<file path="config.mk">
export PLATFORM = sky130hd
export DESIGN_NAME = ace_fetch
export DESIGN_NICKNAME = d
export VERILOG_FILES = /design/src/rtl/ace_fetch_pkg.sv /design/src/rtl/ace_fetch_chk.sv /design/src/rtl/ace_fetch_slot_mask.sv /design/src/rtl/ace_fetch.sv
export SDC_FILE = /design/constraint.sdc
export NUM_CORES = 1
export LEC_CHECK = 0
export CORE_AREA = 2 2 255 257
export CTS_CLUSTER_DIAMETER = 150
export CTS_CLUSTER_SIZE = 20
export DETAILED_ROUTE_END_ITERATION = 10
export DIE_AREA = 0 0 257 259
export PLACE_DENSITY = 0.59
export SLEW_MARGIN = 40
export SYNTH_ARGS = -nofsm -noshare
export SYNTH_HDL_FRONTEND = slang
export SYNTH_HIERARCHICAL = 1
export SYNTH_SLANG_ARGS = --single-unit
</file>
<file path="constraint.sdc">
create_clock -name clock -period 1.9 [get_ports clock]
set_clock_uncertainty 0.05 [all_clocks]
set_input_delay 0.285 -clock clock [delete_from_list [all_inputs] [get_ports clock]]
set_output_delay 0.285 -clock clock [all_outputs]
set_load 0.1 [all_outputs]
</file>
<file path="src/rtl/ace_fetch_pkg.sv">
// Shared types and constants for the ace_fetch front-end fetch controller.
package ace_fetch_pkg;

  localparam int FETCH_WIDTH     = 8;
  localparam int FETCH_BLK_BYTES = 32;
  localparam int INST_W          = 32;
  localparam int BLK_W           = FETCH_WIDTH * INST_W;

  localparam logic [63:0] DEFAULT_RESET_PC = 64'h0;

  typedef enum logic [1:0] {
    REQ     = 2'd0,
    WAIT    = 2'd1,
    PRESENT = 2'd2,
    DRAIN   = 2'd3
  } fetch_state_e;

  // Word offset of a PC inside its 32-byte fetch block.
  function automatic logic [2:0] blk_slot(input logic [4:0] pc_lo);
    blk_slot = pc_lo[4:2];
  endfunction

endpackage

</file>
<file path="src/rtl/ace_fetch_chk.sv">
// Protocol checker for ace_fetch: icache responses may only arrive while one is outstanding.
module ace_fetch_chk
  import ace_fetch_pkg::*;
(
  input logic       clock,
  input logic       reset_n,
  input logic [1:0] state_i,
  input logic       rsp_vld_i
);

  rsp_in_wait_or_drain_a : assert property (
    @(posedge clock) disable iff (!reset_n)
      rsp_vld_i |-> ((state_i == WAIT) || (state_i == DRAIN))
  ) else $error("ace_fetch: icache response with no request outstanding");

endmodule

</file>
<file path="src/rtl/ace_fetch_slot_mask.sv">
// Valid mask for a fetch block entered at a given slot: slots below the entry point are invalid.
module fetch_slot_mask
  import ace_fetch_pkg::*;
(
  input  logic [2:0]             slot_i,
  output logic [FETCH_WIDTH-1:0] mask_o
);

  // Slot i is valid when it lies at or after the entry slot.
  always_comb begin
    mask_o = {FETCH_WIDTH{1'b0}};
    for (int i = 0; i < FETCH_WIDTH; i++) begin
      mask_o[i] = (3'(i) >= slot_i);
    end
  end

endmodule

</file>
<file path="src/rtl/ace_fetch.sv">
// Fetch controller: requests 32-byte blocks from the icache and presents up to eight
// instructions per packet to the decode instruction buffer, with flush redirect.
module ace_fetch
  import ace_fetch_pkg::*;
#(
  parameter int              PC_W     = 64,
  parameter logic [PC_W-1:0] RESET_PC = PC_W'(DEFAULT_RESET_PC)
) (
  input  logic            clock,
  input  logic            reset_n,
  input  logic            retire_flush_i,
  input  logic [PC_W-1:0] flush_pc_i,
  input  logic            instbuf_full_i,
  output logic            ic_req_o,
  output logic [PC_W-1:0] ic_addr_o,
  input  logic            ic_gnt_i,
  input  logic            ic_rsp_vld_i,
  input  logic [255:0]    ic_rsp_data_i,
  output logic [31:0]     fetch_inst0_o,
  output logic [31:0]     fetch_inst1_o,
  output logic [31:0]     fetch_inst2_o,
  output logic [31:0]     fetch_inst3_o,
  output logic [31:0]     fetch_inst4_o,
  output logic [31:0]     fetch_inst5_o,
  output logic [31:0]     fetch_inst6_o,
  output logic [31:0]     fetch_inst7_o,
  output logic            fetch_inst0_vld_o,
  output logic            fetch_inst1_vld_o,
  output logic            fetch_inst2_vld_o,
  output logic            fetch_inst3_vld_o,
  output logic            fetch_inst4_vld_o,
  output logic            fetch_inst5_vld_o,
  output logic            fetch_inst6_vld_o,
  output logic            fetch_inst7_vld_o,
  output logic            pipe_load_decode_o
);

  fetch_state_e           state_q, state_d;
  logic [PC_W-1:0]        pc_q, pc_d;
  logic [BLK_W-1:0]       data_q, data_d;
  logic [FETCH_WIDTH-1:0] vld_q, vld_d;

  logic [PC_W-1:0]        blk_base_s;
  logic [FETCH_WIDTH-1:0] slot_mask_s;
  logic                   load_s;
  logic                   flush_pc_unused_s;

  assign blk_base_s        = {pc_q[PC_W-1:5], 5'b00000};
  assign flush_pc_unused_s = ^flush_pc_i[1:0];

  fetch_slot_mask u_slot_mask (
    .slot_i (blk_slot(pc_q[4:0])),
    .mask_o (slot_mask_s)
  );

  // Next-state, PC, packet and valid-bit logic; a flush overrides normal progress.
  always_comb begin
    state_d = state_q;
    pc_d    = pc_q;
    data_d  = data_q;
    vld_d   = vld_q;
    load_s  = 1'b0;
    if (retire_flush_i) begin
      pc_d  = {flush_pc_i[PC_W-1:2], 2'b00};
      vld_d = {FETCH_WIDTH{1'b0}};
      // A request granted in the flush cycle is outstanding and must be drained.
      case (state_q)
        REQ:         state_d = ic_gnt_i ? DRAIN : REQ;
        WAIT, DRAIN: state_d = ic_rsp_vld_i ? REQ : DRAIN;
        PRESENT:     state_d = REQ;
        default:     state_d = REQ;
      endcase
    end else begin
      case (state_q)
        REQ: begin
          if (ic_gnt_i) begin
            state_d = WAIT;
          end else begin
            state_d = REQ;
          end
        end
        WAIT: begin
          if (ic_rsp_vld_i) begin
            data_d  = ic_rsp_data_i;
            vld_d   = slot_mask_s;
            state_d = PRESENT;
          end else begin
            state_d = WAIT;
          end
        end
        PRESENT: begin
          if (!instbuf_full_i) begin
            load_s  = 1'b1;
            pc_d    = blk_base_s + PC_W'(FETCH_BLK_BYTES);
            vld_d   = {FETCH_WIDTH{1'b0}};
            state_d = REQ;
          end else begin
            state_d = PRESENT;
          end
        end
        DRAIN: begin
          if (ic_rsp_vld_i) begin
            state_d = REQ;
          end else begin
            state_d = DRAIN;
          end
        end
        default: state_d = REQ;
      endcase
    end
  end

  // All architectural state, with synchronous active-low reset.
  always_ff @(posedge clock) begin
    if (!reset_n) begin
      state_q <= REQ;
      pc_q    <= RESET_PC;
      data_q  <= {BLK_W{1'b0}};
      vld_q   <= {FETCH_WIDTH{1'b0}};
    end else begin
      state_q <= state_d;
      pc_q    <= pc_d;
      data_q  <= data_d;
      vld_q   <= vld_d;
    end
  end

  assign ic_req_o           = reset_n & (state_q == REQ);
  assign ic_addr_o          = blk_base_s;
  assign pipe_load_decode_o = reset_n & load_s;

  assign fetch_inst0_o = data_q[31:0];
  assign fetch_inst1_o = data_q[63:32];
  assign fetch_inst2_o = data_q[95:64];
  assign fetch_inst3_o = data_q[127:96];
  assign fetch_inst4_o = data_q[159:128];
  assign fetch_inst5_o = data_q[191:160];
  assign fetch_inst6_o = data_q[223:192];
  assign fetch_inst7_o = data_q[255:224];

  assign fetch_inst0_vld_o = vld_q[0];
  assign fetch_inst1_vld_o = vld_q[1];
  assign fetch_inst2_vld_o = vld_q[2];
  assign fetch_inst3_vld_o = vld_q[3];
  assign fetch_inst4_vld_o = vld_q[4];
  assign fetch_inst5_vld_o = vld_q[5];
  assign fetch_inst6_vld_o = vld_q[6];
  assign fetch_inst7_vld_o = vld_q[7];

  ace_fetch_chk u_chk (
    .clock     (clock),
    .reset_n   (reset_n),
    .state_i   (state_q),
    .rsp_vld_i (ic_rsp_vld_i)
  );

endmodule

</file>
=== Word-level counts from Yosys, hierarchy flattened ===
Cells that the tools add are included.

* Bits in registers: 330
* Input port bits: 326
* Output and inout port bits: 330
* Logic and storage cells: 51

* $add $sub $neg: 1
* $lt $le $gt $ge: 8
* Equality and inequality tests: 6
* Muxes and demuxes: 17
* Bitwise operators: 5
* Reductions and logical operators: 9

{| class="wikitable"
|+ Operator list
! kind !! count
|-
| 2-to-1 mux 64 bit || 3
|-
| adder 64 x 6 -> 64 bit, second input constant || 1
|-
| 2-to-1 mux 8 bit || 2
|-
| one-hot mux 8 bit (2 select lines) || 1
|-
| greater-or-equal comparator 3 bit, first input constant || 4
|-
| 2-to-1 mux 2 bit || 5
|-
| one-hot mux 2 bit (4 select lines) || 1
|-
| greater-or-equal comparator 1 x 3 -> 1 bit, first input constant || 2
|-
| greater-or-equal comparator 2 x 3 -> 1 bit, first input constant || 2
|-
| inequality test 2 bit, second input constant || 3
|-
| one-hot mux 2 bit (3 select lines) || 1
|-
| AND reduction 3 bit || 2
|-
| equality test 2 bit, second input constant || 2
|-
| 2-to-1 mux 1 bit || 4
|-
| AND reduction 2 bit || 2
|-
| nonzero test 2 bit || 2
|-
| OR reduction 2 bit || 2
|-
| inverter 1 bit || 3
|-
| bitwise AND 1 bit || 2
|-
| equality test 2 x 1 -> 1 bit, second input constant || 1
|-
| zero test 2 bit || 1
|}

=== Longest topological paths before layout ===
Gate-level depths: netlist of the first run.

* Depth after elaboration: 4
* Gate-level depth with buffers: 8
* Gate-level depth less buffers: 7

=== Cells and area by module ===
The synthesis of the first run kept the hierarchy.

{| class="wikitable"
|+ Modules (own cells, without submodules)
! module !! instances !! cells an instance !! area an instance (sq um) !! seq. area each (sq um)
|-
| ace_fetch || 1 || 1657 || 13671.9 || 6566.3
|-
| fetch_slot_mask || 1 || 9 || 47.5 || 0.0
|}

=== Least setup slack after synthesis of the first run ===
OpenSTA, ideal clock, no wires.

* Path kind: input to output
* Start point: input reset_n
* End point: output ic_req_o
* Arrival: 2.958 ns
* Data required time: 1.565 ns
* Setup slack: -1.393 ns
* Cell stages on the path: 3
* Buffers on the path: 2
* Path through: clkbuf_1 -> clkbuf_1 -> nor3b_1

* Word-level cells in the longest chain between the ends: 1

{| class="wikitable"
|+ RTL lines
! what !! line !! source
|-
| from (decl) || ace_fetch.sv:10 || <nowiki>input logic reset_n,</nowiki>
|-
| bitwise AND 1 bit || ace_fetch.sv:128 || <nowiki>assign ic_req_o = reset_n & (state_q == REQ);</nowiki>
|-
| to (decl) || ace_fetch.sv:14 || <nowiki>output logic ic_req_o,</nowiki>
|}

No other way between the ends.

=== Final worst setup path of the first run ===
* Start point: register state_q[1]
* End point: output pipe_load_decode_o

* Word-level cells in the longest chain between the ends: 4

{| class="wikitable"
|+ RTL lines
! what !! line !! source
|-
| from (decl) || ace_fetch.sv:38 || <nowiki>fetch_state_e state_q, state_d;</nowiki>
|-
| from (signal assigned) || ace_fetch.sv:121 || <nowiki>state_q <= state_d;</nowiki>
|-
| equality test 2 bit || ace_fetch.sv:74 || <nowiki>case (state_q)</nowiki>
|-
| 2-to-1 mux 1 bit || ace_fetch.sv:74 ||
|-
| 2-to-1 mux 1 bit || ace_fetch.sv:63 || <nowiki>if (retire_flush_i) begin</nowiki>
|-
| bitwise AND 1 bit || ace_fetch.sv:130 || <nowiki>assign pipe_load_decode_o = reset_n & load_s;</nowiki>
|-
| to (decl) || ace_fetch.sv:35 || <nowiki>output logic pipe_load_decode_o</nowiki>
|}

No other way between the ends.

==> out/metrics.csv, run 1 <==
stage,metric,value,unit
status,result of the run,"complete, but fails checks",
status,failing checks,setup timing,
clock_tree,clk buf depth,3,
sta,Max-slew headroom,61.06,%
setup_path,Worst Path Required,1.56,ns
routing,TritonRoute pass-1 iters,6,
clock_tree,CTS root buf,clkbuf_16,
setup_path,worst r2r src,state_q[1],
setup_path,CP bufs+invs,2,
cells_and_area,n_diodes,0,
pwr,Power Density,668.8,nW/um^2
setup_path,nature of the critical path startpoint,register,
sta,RSZ-0062 raised after global routing,yes,
global_route,first-pass GRT wire length,80930,um
synth,"Seq/Total Area, Yosys",47.86,%
sta,Final setup viols,22,
floorplan,# rows,93,
floorplan,IO Pins,656,
setup_path,crit path kind,register to output port,
floorplan,Die Y,259,um
routing,via count,13766,
setup_path,endpoint of the worst-slack reg-to-reg timing path,pc_q[30],
cells_and_area,design area,22920,um^2
job,Max-Cap Viols,0,
pwr,Tot Pwr,15.33,mW
global_route,vias in the first global route,13860,
place,Post-DP HPWL,41530,um
place,PortBufs,648,
place,placed instance count,3135,
setup_path,reg2reg path depth,9,
min_path,hold depth,3,
setup_path,crit path max fanout,4,
min_path,Worst Hold Class,input port to register,
floorplan,core area,63880,um^2
routing,DR vias/cell,4.317,
global_route,gr ovfl total,0,
floorplan,Starting Density,21.48,%
routing,final WL,54410,um
sta,fin crit share,111.2,%
clock_tree,clk_lat worst skew,0.55,ns
sta,"Worst Setup Slack, final",-0.2123,ns
synth,yosys warns,6,
synth,Post-Syn Area per Cell,8.235,um^2
pwr,Lkg Pwr,8.928,nW
clock_tree,CTS clock-pin slew for the worst setup and hold paths,0.09,ns
global_route,largest net degree at the start of global routing,128,
synth,number of flops mapped to enable cells by yosys,0,
setup_path,most frequent CP cell,buf_12,
routing,initial DRC count,685,
setup_path,Worst path slowest cell,or3b_4,
sta,Tightest Pin Transition,0.5820,ns
setup_path,crit end category,output port,
cells_and_area,sequential cell area,6599,um^2
clock_tree,CTS HTree Levels,1,
sta,"Slew Viols, Final",0,
cells_and_area,Layout Cells excl Fill,3189,
synth,Syn Inst Count,1666,
clock_tree,CTS tree,built,
min_path,hold path endpoint,state_q[1],
pwr,peak supply drop,0.5557,mV
cells_and_area,most frequent cells in the layout,"nand2_1 (560), buf_4 (397), clkdlybuf4s50_1 (321)",
clock_tree,CTS Buf Count,20,
floorplan,Horiz. Die Dim,257,um
routing,Final ANT Viol Nets,0,
setup_path,CP top delay family,simple AND/OR/NAND/NOR gates,
setup_path,crit-path cells,or3b_4 > buf_12 > nor2_4 > buf_12,
place,GP Congestion,0.9016,
cells_and_area,share of cells above drive strength 1,26.18,%
sta,fmax,473.4,MHz
synth,Async SR Flop Fraction,0,%
global_route,antenna violations before repair,1,
cells_and_area,P&R area growth vs syn,67.07,%
floorplan,die area,66560,um^2
synth,number of library cell types mapped by synthesis,49,
cells_and_area,"most common cell after layout, fill and taps aside",nand2_1,
sta,Final Hold Viols,0,
place,Placed Area,21570,um^2
synth,Main synth FF type,dfxtp_1,
setup_path,Worst Path Arrival,1.78,ns
setup_path,slowest cell delay on critical path,0.39,ns
cells_and_area,Fill cells,6434,
cells_and_area,final-stage net count,2659,
routing,# DRC,0,
routing,DR WL/cell,17.06,um
sta,min Tclk post-route,2.112,ns
setup_path,R2R setup slack,-0.21,ns
global_route,gr usage total,15.38,%
cells_and_area,area of the multi-input gates,6681,um^2
synth,register bit count reported by yosys,328,
min_path,hold path startpoint,reset_n,
place,worst slack at placement,-0.5683,ns
synth,Synth Cell Area,13720,um^2
clock_tree,clock sink count,328,
-- cell usage after synthesis, drive strengths merged, types with 2 or more instances --
cell type  count  area share [%]
a22o           3            0.19
inv            5            0.14
nand2        568              16
or4            2            0.11
nor2b          2           0.091
and4           4            0.26
a22oi          8            0.44
conb           2           0.055
a21boi       256              14
dfxtp        328              48
nand3         32             1.2
nor3          23            0.95
a21oi         34             1.2
nor3b          4            0.26
nor4           8            0.58
clkbuf       105             3.1
nand4         12            0.66
or3            2           0.091
and3          12            0.56
o21a           2            0.11
xor2          21             1.3
o211a          5            0.36
nor2          28            0.77
xnor2         35             2.2
nand2b         5            0.23
buf           71             3.7
and2          20            0.91
o21ai         59             2.2
or2            2           0.091
-- through the flow --
stage / util (%) / hold slack (ns) / TNS [ns]
after detailed placement: 33.76 / 0.4066 / -58.79
final: 35.88 / 0.07801 / -2.149
after global routing: 35.88 / 0.07788 / -4.466
after floorplan: - / 0.3728 / -0.4435
after CTS: 35.21 / 0.05193 / -2.754
after global placement: 33.76 / 0.3993 / -41.99
-- kinds of logic after synthesis --
family	share of synthesized area (%)
AOI/OAI and AO/OA	18.62
xor gates and xnor gates	3.575
adders and majority gates	0.09118
buffers and inverters	7.050
DFF	47.86
muxes	0.07296
other	0.05474
and+or+nand+nor	22.67
-- layer usage --
metal	vias to the layer above	wire (um)	global-route usage (%)	part of all wire, %
li1	6693	-	-	-
met1	6443	21250	17.54	39
met2	544	27200	27.82	50
met3	84	4125	4.130	7.6
met4	2	1824	4.813	3.4
met5	-	13	0	0.024
-- power by group --
| part | switching (mW) | total (mW) | leakage (nW) | internal (mW) |
|---|---|---|---|---|
| clock | 2.45 | 4.44 | 0.265 | 1.99 |
| sequential | 0.148 | 7.22 | 2.67 | 7.07 |
| combinational | 2.24 | 3.67 | 5.99 | 1.43 |
-- how the worst max path moves through the flow --
stage	cells past startpoint	to	from	slack (ns)
floorplan	8	pc_q[57]	state_q[0]	-0.17
global placement	8	pc_q[54]	instbuf_full_i	-0.57
detailed placement	8	pc_q[54]	instbuf_full_i	-0.57
CTS	4	pipe_load_decode_o	state_q[1]	-0.24
global route	8	pc_q[54]	state_q[1]	-0.28
finish	4	pipe_load_decode_o	state_q[1]	-0.21
-- final cells by class --
type / instances / area share, %
Clock inverter: 2 / 0.07096
Tap cell: 855 / 4.667
Multi-Input combinational cell: 1160 / 29.15
Timing Repair Buffer: 817 / 34.93
Inverter: 5 / 0.08188
Clock buffer: 22 / 2.309
Sequential cell: 328 / 28.79
-- sequential cells by signal (all words and copies together) (netlist names) --
register,cells
vld_q,8
state_q,2
data_q,256
pc_q,62
-- what timing repair did --
item                                    in CTS  in global routing
gates resized for setup                     56                 81
buffers inserted                            10                 14
endpoints found under the setup margin      33                226
hold endpoints to repair                     2                  0
cloned                                       1                  3
hold buffers                                 4                  0
pin swaps                                   40                 34
-- worst reg2reg max path, delay by kind of cell (launching register included) --
kind | cells | cell delay, ns
AND/OR/NAND/NOR | 4 | 0.88
buffers and inverters | 3 | 0.46
flip-flops | 1 | 0.33
AO/OA/AOI/OAI | 1 | 0.21
XOR/XNOR | 1 | 0.07
(Power assumes the default switching activity.)
==> inputs of run 2 (changes only) <==
--- a/config.mk
+++ b/config.mk
@@ -5,6 +5,7 @@
 export SDC_FILE = /design/constraint.sdc
 export NUM_CORES = 1
 export LEC_CHECK = 0
+export CAP_MARGIN = 0
 export CORE_AREA = 2 2 255 257
 export CTS_CLUSTER_DIAMETER = 150
 export CTS_CLUSTER_SIZE = 20
==> constraint.sdc (replaced) <==
create_clock -name clock -period 1.75 [get_ports clock]
set_clock_uncertainty 0.05 [all_clocks]
set_input_delay 0.2625 -clock clock [delete_from_list [all_inputs] [get_ports clock]]
set_output_delay 0.2625 -clock clock [all_outputs]
set_load 0.1 [all_outputs]
==> run 2 against run 1 <==
  * The run still ends with setup timing left
  * Clock-buffer cell count is the same
  * Cell count rose by 1.8%
  * Clock power is 9.7% higher
  * Non-clock buffer count up 54
  * Largest cell class unchanged
  * Register-to-register slack worse by 0.08 ns
  * Via count increased by 3.1%
  * Wire length grew 13%
  * Die area did not move
  * Combinational power rose by 29%
  * Sequential share of layout area is 5.7 points lower
==> out/metrics.csv, run 2 (synthesis results as in run 1) <==
stage,metric,value,unit
global_route,gr usage total,16.91,%
place,PortBufs,648,
floorplan,IO Pins,656,
routing,TritonRoute pass-1 iters,4,
sta,Final Hold Viols,0,
setup_path,crit-path cells,or3b_4 > buf_12 > nor2_4 > buf_12,
place,placed instance count,3156,
setup_path,nature of the critical path startpoint,register,
floorplan,# rows,93,
min_path,Worst Hold Class,input port to register,
cells_and_area,"most common cell after layout, fill and taps aside",nand2_1,
sta,min Tclk post-route,2.064,ns
sta,"Slew Viols, Final",0,
cells_and_area,most frequent cells in the layout,"nand2_1 (455), buf_12 (364), clkdlybuf4s50_1 (321)",
cells_and_area,final-stage net count,2713,
setup_path,Worst Path Arrival,1.75,ns
sta,RSZ-0062 raised after global routing,yes,
floorplan,Die Y,259,um
status,result of the run,"complete, but fails checks",
clock_tree,clk buf depth,3,
clock_tree,CTS HTree Levels,1,
floorplan,die area,66560,um^2
clock_tree,clk_lat worst skew,0.55,ns
setup_path,Worst path slowest cell,or3b_4,
setup_path,most frequent CP cell,buf_12,
cells_and_area,P&R area growth vs syn,108.0,%
routing,initial DRC count,628,
setup_path,crit path kind,register to output port,
sta,"Worst Setup Slack, final",-0.3143,ns
place,GP Congestion,0.9210,
pwr,peak supply drop,0.6781,mV
routing,DR vias/cell,4.371,
floorplan,Horiz. Die Dim,257,um
cells_and_area,Reg with most FFs,data_q,
clock_tree,CTS Buf Count,20,
routing,# DRC,0,
setup_path,crit path max fanout,5,
pwr,Lkg Pwr,11.15,nW
cells_and_area,largest registers,"data_q (256), pc_q (62), vld_q (8)",
routing,via count,14194,
global_route,vias in the first global route,14547,
place,Post-DP HPWL,44610,um
global_route,first-pass GRT wire length,87660,um
floorplan,core area,63880,um^2
global_route,antenna violations before repair,5,
job,Max-Cap Viols,0,
cells_and_area,Layout Cells excl Fill,3247,
routing,final WL,61750,um
sta,Final setup viols,68,
setup_path,slowest cell delay on critical path,0.39,ns
routing,DR WL/cell,19.02,um
clock_tree,CTS tree,built,
setup_path,CP bufs+invs,2,
routing,Final ANT Viol Nets,0,
cells_and_area,share of cells above drive strength 1,35.82,%
sta,fin crit share,118.0,%
pwr,Power Density,613.2,nW/um^2
global_route,largest net degree at the start of global routing,116,
status,failing checks,setup timing,
clock_tree,clock sink count,328,
floorplan,Starting Density,21.48,%
sta,fmax,484.4,MHz
pwr,Tot Pwr,17.50,mW
setup_path,crit end category,output port,
cells_and_area,max FFs per register,256,
setup_path,CP top delay family,simple AND/OR/NAND/NOR gates,
clock_tree,CTS clock-pin slew for the worst setup and hold paths,0.10,ns
clock_tree,CTS root buf,clkbuf_16,
global_route,gr ovfl total,0,
setup_path,Worst Path Required,1.44,ns
[run 2: cell types whose count changed in the layout (fill, tap and decap cells not counted), moves of 96 or more]
cell,before,now
buf_4,397,128
a21boi_1,10,125
nand2_1,560,455
buf_12,74,364
nand2_4,2,98
a21boi_0,246,56
[run 2: worst min-delay path, cell delays in order]
cell and delay, ns:
buf_6 0.15, o21ai_0 0.10, a21oi_1 0.06
[run 2: where the power goes]
part	switching, mW	leakage [nW]	internal (mW)
logic	2.65	8.22	2.08
registers	0.215	2.67	7.68
clock network	2.71	0.267	2.16
total	5.58	11.2	11.9
[run 2: per-stage QoR]
| step | cell area (um^2) | hold WS (ns) | setup TNS [ns] | setup slack, ns | utilization, % |
|---|---|---|---|---|---|
| final | 28540 | 0.01622 | -9.626 | -0.3143 | 44.68 |
| after global routing | 28540 | 0.002487 | -23.24 | -0.3726 | 44.67 |
| after CTS | 26700 | 0.0006510 | -22.58 | -0.3532 | 41.80 |
| after detailed placement | 25200 | 0.4439 | -91.07 | -0.7666 | 39.44 |
| after global placement | 25200 | 0.4368 | -79.20 | -0.7088 | 39.44 |
| after floorplan | 13910 | 0.3503 | -4.082 | -0.3155 | - |
[run 2: final timing paths]
path	cells past startpoint	slack, ns	end	startpoint
worst max-delay path	4	-0.31	pipe_load_decode_o	state_q[1]
worst min-delay path	3	0.02	pc_q[34]	reset_n
worst max register to register	7	-0.29	pc_q[54]	state_q[1]
worst min register to register	2	0.44	data_q[83]	data_q[83]
[run 2: per-layer routing]
metal	vias up	global-route usage [%]	wire length [um]
li1	6826	-	-
met1	6730	18.58	22720
met2	547	30.14	31560
met3	89	6.044	5299
met4	2	5.685	2155
met5	-	0	11
[run 2: repair_timing]
action	4_1_cts	5_1_grt
cloned	8	13
hold buffers	3	0
endpoints found under the setup margin	230	318
hold endpoints to repair	4	0
pin swaps	70	251
buffers inserted	19	24
resized for setup	133	537
[run 2: layout make-up]
class	instances	area (um^2)
Clock inverter	1	16.27
Antenna cell	5	12.51
Inverter	5	18.77
Clock buffer	22	529.3
Fill cell	5792	35340
Sequential cell	328	6590
Timing Repair Buffer	871	12480
Tap cell	855	1070
Multi-Input combinational cell	1160	7821
==> inputs of run 3 (changes only) <==
--- a/config.mk
+++ b/config.mk
@@ -5,15 +5,14 @@
 export SDC_FILE = /design/constraint.sdc
 export NUM_CORES = 1
 export LEC_CHECK = 0
-export CAP_MARGIN = 0
-export CORE_AREA = 2 2 255 257
+export CAP_MARGIN = 20
+export CORE_AREA = 2 2 256 258
 export CTS_CLUSTER_DIAMETER = 150
 export CTS_CLUSTER_SIZE = 20
 export DETAILED_ROUTE_END_ITERATION = 10
-export DIE_AREA = 0 0 257 259
+export DIE_AREA = 0 0 258 260
 export PLACE_DENSITY = 0.59
 export SLEW_MARGIN = 40
 export SYNTH_ARGS = -nofsm -noshare
 export SYNTH_HDL_FRONTEND = slang
-export SYNTH_HIERARCHICAL = 1
 export SYNTH_SLANG_ARGS = --single-unit
==> run 3 against run 2 <==
  * The flow still finishes with violations (setup timing)
  * Worst setup slack got worse by 0.30 ns
  * Fmax decreased by 13%
  * First-iteration DRC count grew 67%
  * Wire length grew 12%
  * Critical path depth increased by 2
  * Register-to-register slack lost 0.32 ns
  * Cell area up 3.0%
  * Hold slack improved by 0.037 ns
  * Highest routed layer is now met4
==> out/metrics.csv, run 3 <==
stage,metric,value,unit
synth,Synth Cell Area,13870,um^2
status,result of the run,"complete, but fails checks",
synth,number of library cell types mapped by synthesis,51,
status,failing checks,setup timing,
place,PortBufs,648,
cells_and_area,sequential cell area,6601,um^2
synth,Synth area leader,dfxtp_1,
routing,TritonRoute pass-1 iters,5,
routing,final WL,69270,um
clock_tree,CTS tree,built,
setup_path,Worst path slowest cell,or4_4,
sta,"Worst Setup Slack, final",-0.6132,ns
synth,Syn Inst Count,1705,
place,Post-DP HPWL,49610,um
global_route,gr ovfl total,0,
sta,min Tclk post-route,2.363,ns
setup_path,slowest cell delay on critical path,0.59,ns
synth,Synth area leaders,"dfxtp_1 (47%), nand2_1 (15%), a21boi_0 (14%)",
sta,Hold Slack,0.05293,ns
setup_path,crit-path cells,nand4_1 > or4_4 > buf_4 > or3_4 > or4_4 > a31oi_4,
setup_path,CP top delay family,simple AND/OR/NAND/NOR gates,
global_route,largest net degree at the start of global routing,101,
sta,fin crit share,135.0,%
floorplan,Horiz. Die Dim,258,um
synth,Main synth FF type,dfxtp_1,
setup_path,crit path max fanout,3,
sta,Max-slew headroom,53.40,%
floorplan,core area,64120,um^2
synth,register bit count reported by yosys,328,
clock_tree,clk_lat worst skew,0.56,ns
global_route,gr usage total,18.72,%
setup_path,crit path kind,register to register,
setup_path,Worst Path Required,2.18,ns
setup_path,nature of the critical path startpoint,register,
floorplan,Starting Density,21.63,%
routing,Final ANT Viol Nets,0,
cells_and_area,largest registers,"data_q (256), pc_q (62), vld_q (8)",
global_route,vias in the first global route,15137,
floorplan,Die Y,260,um
setup_path,Worst Path Arrival,2.80,ns
cells_and_area,"most common cell after layout, fill and taps aside",nand2_1,
synth,yosys warns,0,
cells_and_area,area of the multi-input gates,8328,um^2
clock_tree,CTS HTree Levels,1,
clock_tree,clock sink count,328,
pwr,Tot Pwr,17.76,mW
synth,commonest cells in the netlist,"nand2_1 (569), dfxtp_1 (328), a21boi_0 (256), clkbuf_1 (116), buf_4 (64)",
synth,Post-Syn Area per Cell,8.132,um^2
clock_tree,CTS Buf Count,20,
clock_tree,CTS root buf,clkbuf_16,
cells_and_area,share of cells above drive strength 1,39.41,%
global_route,antenna violations before repair,5,
synth,number of flops mapped to enable cells by yosys,0,
setup_path,CP Depth,6,
routing,DR vias/cell,4.580,
min_path,Worst Hold Class,input port to register,
cells_and_area,Reg with most FFs,data_q,
sta,RSZ-0062 raised after global routing,yes,
place,GP Congestion,0.9123,
cells_and_area,final-stage net count,2772,
sta,Final Hold Viols,0,
synth,Async SR Flop Fraction,0,%
sta,Final setup viols,277,
cells_and_area,P&R area growth vs syn,112.0,%
synth,"Seq/Total Area, Yosys",47.36,%
job,Max-Cap Viols,0,
sta,setup TNS,-25.64,ns
synth,cell with the most instances after synthesis,nand2_1,
routing,via count,15131,
setup_path,R2R setup slack,-0.61,ns
pwr,Lkg Pwr,11.59,nW
floorplan,IO Pins,656,
synth,Synth top area share,47.36,%
clock_tree,CTS clock-pin slew for the worst setup and hold paths,0.10,ns
setup_path,reg2reg path depth,6,
floorplan,die area,67080,um^2
cells_and_area,most frequent cells in the layout,"nand2_1 (410), buf_12 (364), clkdlybuf4s50_1 (321)",
pwr,peak supply drop,0.5086,mV
floorplan,# rows,93,
routing,DR WL/cell,20.96,um
cells_and_area,max FFs per register,256,
routing,initial DRC count,1049,
setup_path,CP bufs+invs,1,
pwr,Power Density,604.2,nW/um^2
place,worst slack at placement,-0.7514,ns
sta,Tightest Pin Transition,0.6989,ns
sta,fmax,423.2,MHz
setup_path,crit end category,register,
min_path,hold depth,3,
routing,# DRC,0,
clock_tree,clk buf depth,3,
cells_and_area,Fill cells,5853,
sta,"Slew Viols, Final",0,
setup_path,most frequent CP cell,or4_4,
global_route,first-pass GRT wire length,96120,um
[run 3: cell types whose count changed after synthesis, sizes merged, moves of 6 or more]
cell	before	now
nand4	12	24
nor2	28	22
a22oi	8	1
nand3	32	25
clkbuf	105	116
a31oi	1	11
nor3	23	13
o31ai	0	9
xnor2	35	26
or4	2	16
xor2	21	9
nor4	8	23
and2	20	11
[run 3: final cells by class]
class                           instances  area share [%]
Sequential cell                       328           22.46
Inverter                                8          0.1149
Multi-Input combinational cell       1184           28.34
Tap cell                              855           3.640
Clock buffer                           22           1.801
Timing Repair Buffer                  903           43.57
Clock inverter                          1         0.05535
Antenna cell                            3         0.02554
[run 3: logic make-up after synthesis]
logic type	Yosys count	share of synthesized area, %
DFF	328	47.36
xor gates and xnor gates	35	2.211
adders and majority gates	1	0.09022
buffers and inverters	197	7.138
AOI/OAI and AO/OA	394	19.76
and+or+nand+nor	747	23.26
muxes	2	0.1534
other	1	0.02704
[run 3: stage by stage]
stage | utilization (%) | std cells | area, um^2
after CTS | 42.69 | 3267 | 27370
after global routing | 45.84 | 3304 | 29390
after global placement | 39.50 | 3185 | 25320
after detailed placement | 39.50 | 3185 | 25320
after floorplan | - | 1709 | 14100
final | 45.84 | 3304 | 29390
[run 3: power breakdown]
group	switching, mW	internal, mW
clock	2.76	2.16
combinational	2.78	2.15
sequential	0.217	7.68
[run 3: what timing repair did]
item,CTS,global route
hold buffers,1,0
endpoints found under the setup margin,293,320
setup buffers,39,50
gates cloned,20,8
endpoints found under the hold margin,1,0
pin swaps,70,301
gates resized for setup,286,580
[run 3: layer usage]
layer  part of all wire [%]  vias to the layer above  GRT usage, %
met1                     36                     7320         20.36
met5                      0                        -             0
li1                       -                     7124             -
met4                    3.6                        0         5.507
met2                     54                      563         35.92
met3                    6.6                      124         4.201
[run 3: worst paths after layout]
check            start   endpoint
max           pc_q[21]   pc_q[49]
min            reset_n   pc_q[55]
max reg2reg   pc_q[21]   pc_q[49]
min reg2reg  data_q[9]  data_q[9]
[run 3: worst register-to-register path, delay by kind of cell (launching register included)]
kind	cells	cell delay [ns]
AND/OR/NAND/NOR	4	1.58
buffers and inverters	1	0.16
flip-flops	1	0.34
AO/OA/AOI/OAI	1	0.16
==> RTL change: new RTL, settings of run 3 <==
Reset style: asynchronous (`reset_n`), changed in one clocked block. Comments in the files are not updated.
--- a/src/rtl/ace_fetch.sv
+++ b/src/rtl/ace_fetch.sv
@@ -112,5 +112,5 @@
 
   // All architectural state, with synchronous active-low reset.
-  always_ff @(posedge clock) begin
+  always_ff @(posedge clock or negedge reset_n) begin
     if (!reset_n) begin
       state_q <= REQ;
Behaviour: differs if reset_n is asserted again (counterexample within 4 cycles, from zero or initial values and one cycle with reset_n low); with reset_n held inactive, the same outputs for 4 cycles.
==> RTL change against run 3 <==
The flow still finishes with violations (setup timing). Sequential share of layout area increased by 5.5 points. Setup slack improved by 0.12 ns. Via count decreased by 5.3%. Cell area about the same. Area after synthesis increased by 1.8%. Sequential cell count unchanged. Wire length decreased by 8.0%. Count of clock-buffer cells in the layout decreased by 1. Critical path type unchanged.
Power is left out: it rests on default switching activity, and per cell area and clock period it moved more than threefold.
==> RTL change: results <==
[outcome]
status = "finished, violations left"
violations = "setup timing"

[synthesis]
synth_fa_ha_area_frac = 0.000887
async_flop_share = 1.00
synth-seq-area-share = 0.582
synth_cell_type_count = 44
synthXorXnorAreaFrac = 0.0279
ys_top_cells_by_area = "dfrtp_1 58%, nand2_1 22%, buf_4 3.4%, clkbuf_1 2.2%, o21ai_0 1.8%"
syn_area_per_cell_um2 = 8.69
synth_flop_cell = "dfrtp_1"
synth_compound_area_frac = 0.0348
synthMuxAreaShare = 0.00142
synth_common_cells = "845 x nand2_1, 328 x dfrtp_1, 81 x clkbuf_1, 64 x buf_4, 52 x o21ai_0"

[global_route]
grt_max_degree = 139
grt_first_pass_wirelength_um = 90400
grt_usage = 0.174
grt_pass1_vias = 14753

[sta]
setup_slack_ns = -0.489
worst_pin_slew_ns = 0.543
fin_tns_setup_ns = -37.89
finalSetupViolCount = 294

[cells_and_area]
fill_cells = 5819
layout-drive-gt1-share = 0.380
layout.nets = 2742
syn_to_final_growth_pct = 108
stdcell_count = 3275

[placed_design]
gp_congestion = 0.912
placedCellCount = 3177
dp_hpwl_um = 46800
place_ws_ns = -0.936
dpl-instance-area_um2 = 26000

[critical_path]
crit_fanout = 6
arrival_ns = 2.63

[detailed_routing]
first_pass_iters = 5
drt_iter0_drc = 843
avgViaCountPerCell = 4.38
routedWlPerCell_um = 19.4

[cts]
clkLatencyLatePin_ns = 0.54
==> RTL change: path summary, 6_finish.rpt <==
kind,start,cells past startpoint,end,slack [ns]
max reg2reg,state_q[0],7,pc_q[58],-0.49
min,retire_flush_i,3,pc_q[41],0.09
min reg2reg,data_q[6],2,data_q[6],0.49
max,state_q[0],7,pc_q[58],-0.49
max in group asynchronous,reset_n,5,data_q[29],0.52
min in group asynchronous,reset_n,3,pc_q[60],0.21
==> RTL change: final cells by class <==
type | instances | area share
Inverter | 9 | 0.00115
Multi-Input combinational cell | 1143 | 0.226
Clock buffer | 21 | 0.0179
Clock inverter | 1 | 0.000554
Timing Repair Buffer | 913 | 0.438
Sequential cell | 328 | 0.279
Antenna cell | 5 | 0.000426
Tap cell | 855 | 0.0364
==> RTL change: repair_timing <==
item,in CTS,in global routing
buffers inserted,24,22
gates resized for setup,100,411
hold buffers,2,0
cloned,13,19
setup endpoints to repair,317,323
endpoints found under the hold margin,106,0
pin swaps,33,262
==> RTL change: worst max-delay path, cell delays in order, from the launching register on <==
cell and delay (ns):
dfrtp_1 0.38, or3b_4 0.41, buf_6 0.14, or4_4 0.43, buf_12 0.16, nor4_4 0.19
nor3b_2 0.09, a221o_1 0.28
==> RTL change: metal layers <==
metal | GRT usage | vias up | share of wire
met2 | 0.310 | 513 | 0.52
met1 | 0.199 | 7024 | 0.37
met3 | 0.0392 | 124 | 0.061
li1 | - | 6675 | -
met5 | 0 | - | 0
met4 | 0.0777 | 0 | 0.045
==> RTL change: logic make-up after synthesis <==
group / Yosys count
compound gates: 82
buf+inv: 157
flops: 328
simple gates: 1008
mux: 2
fa+ha+maj: 1
other cells: 1
xor+xnor: 45
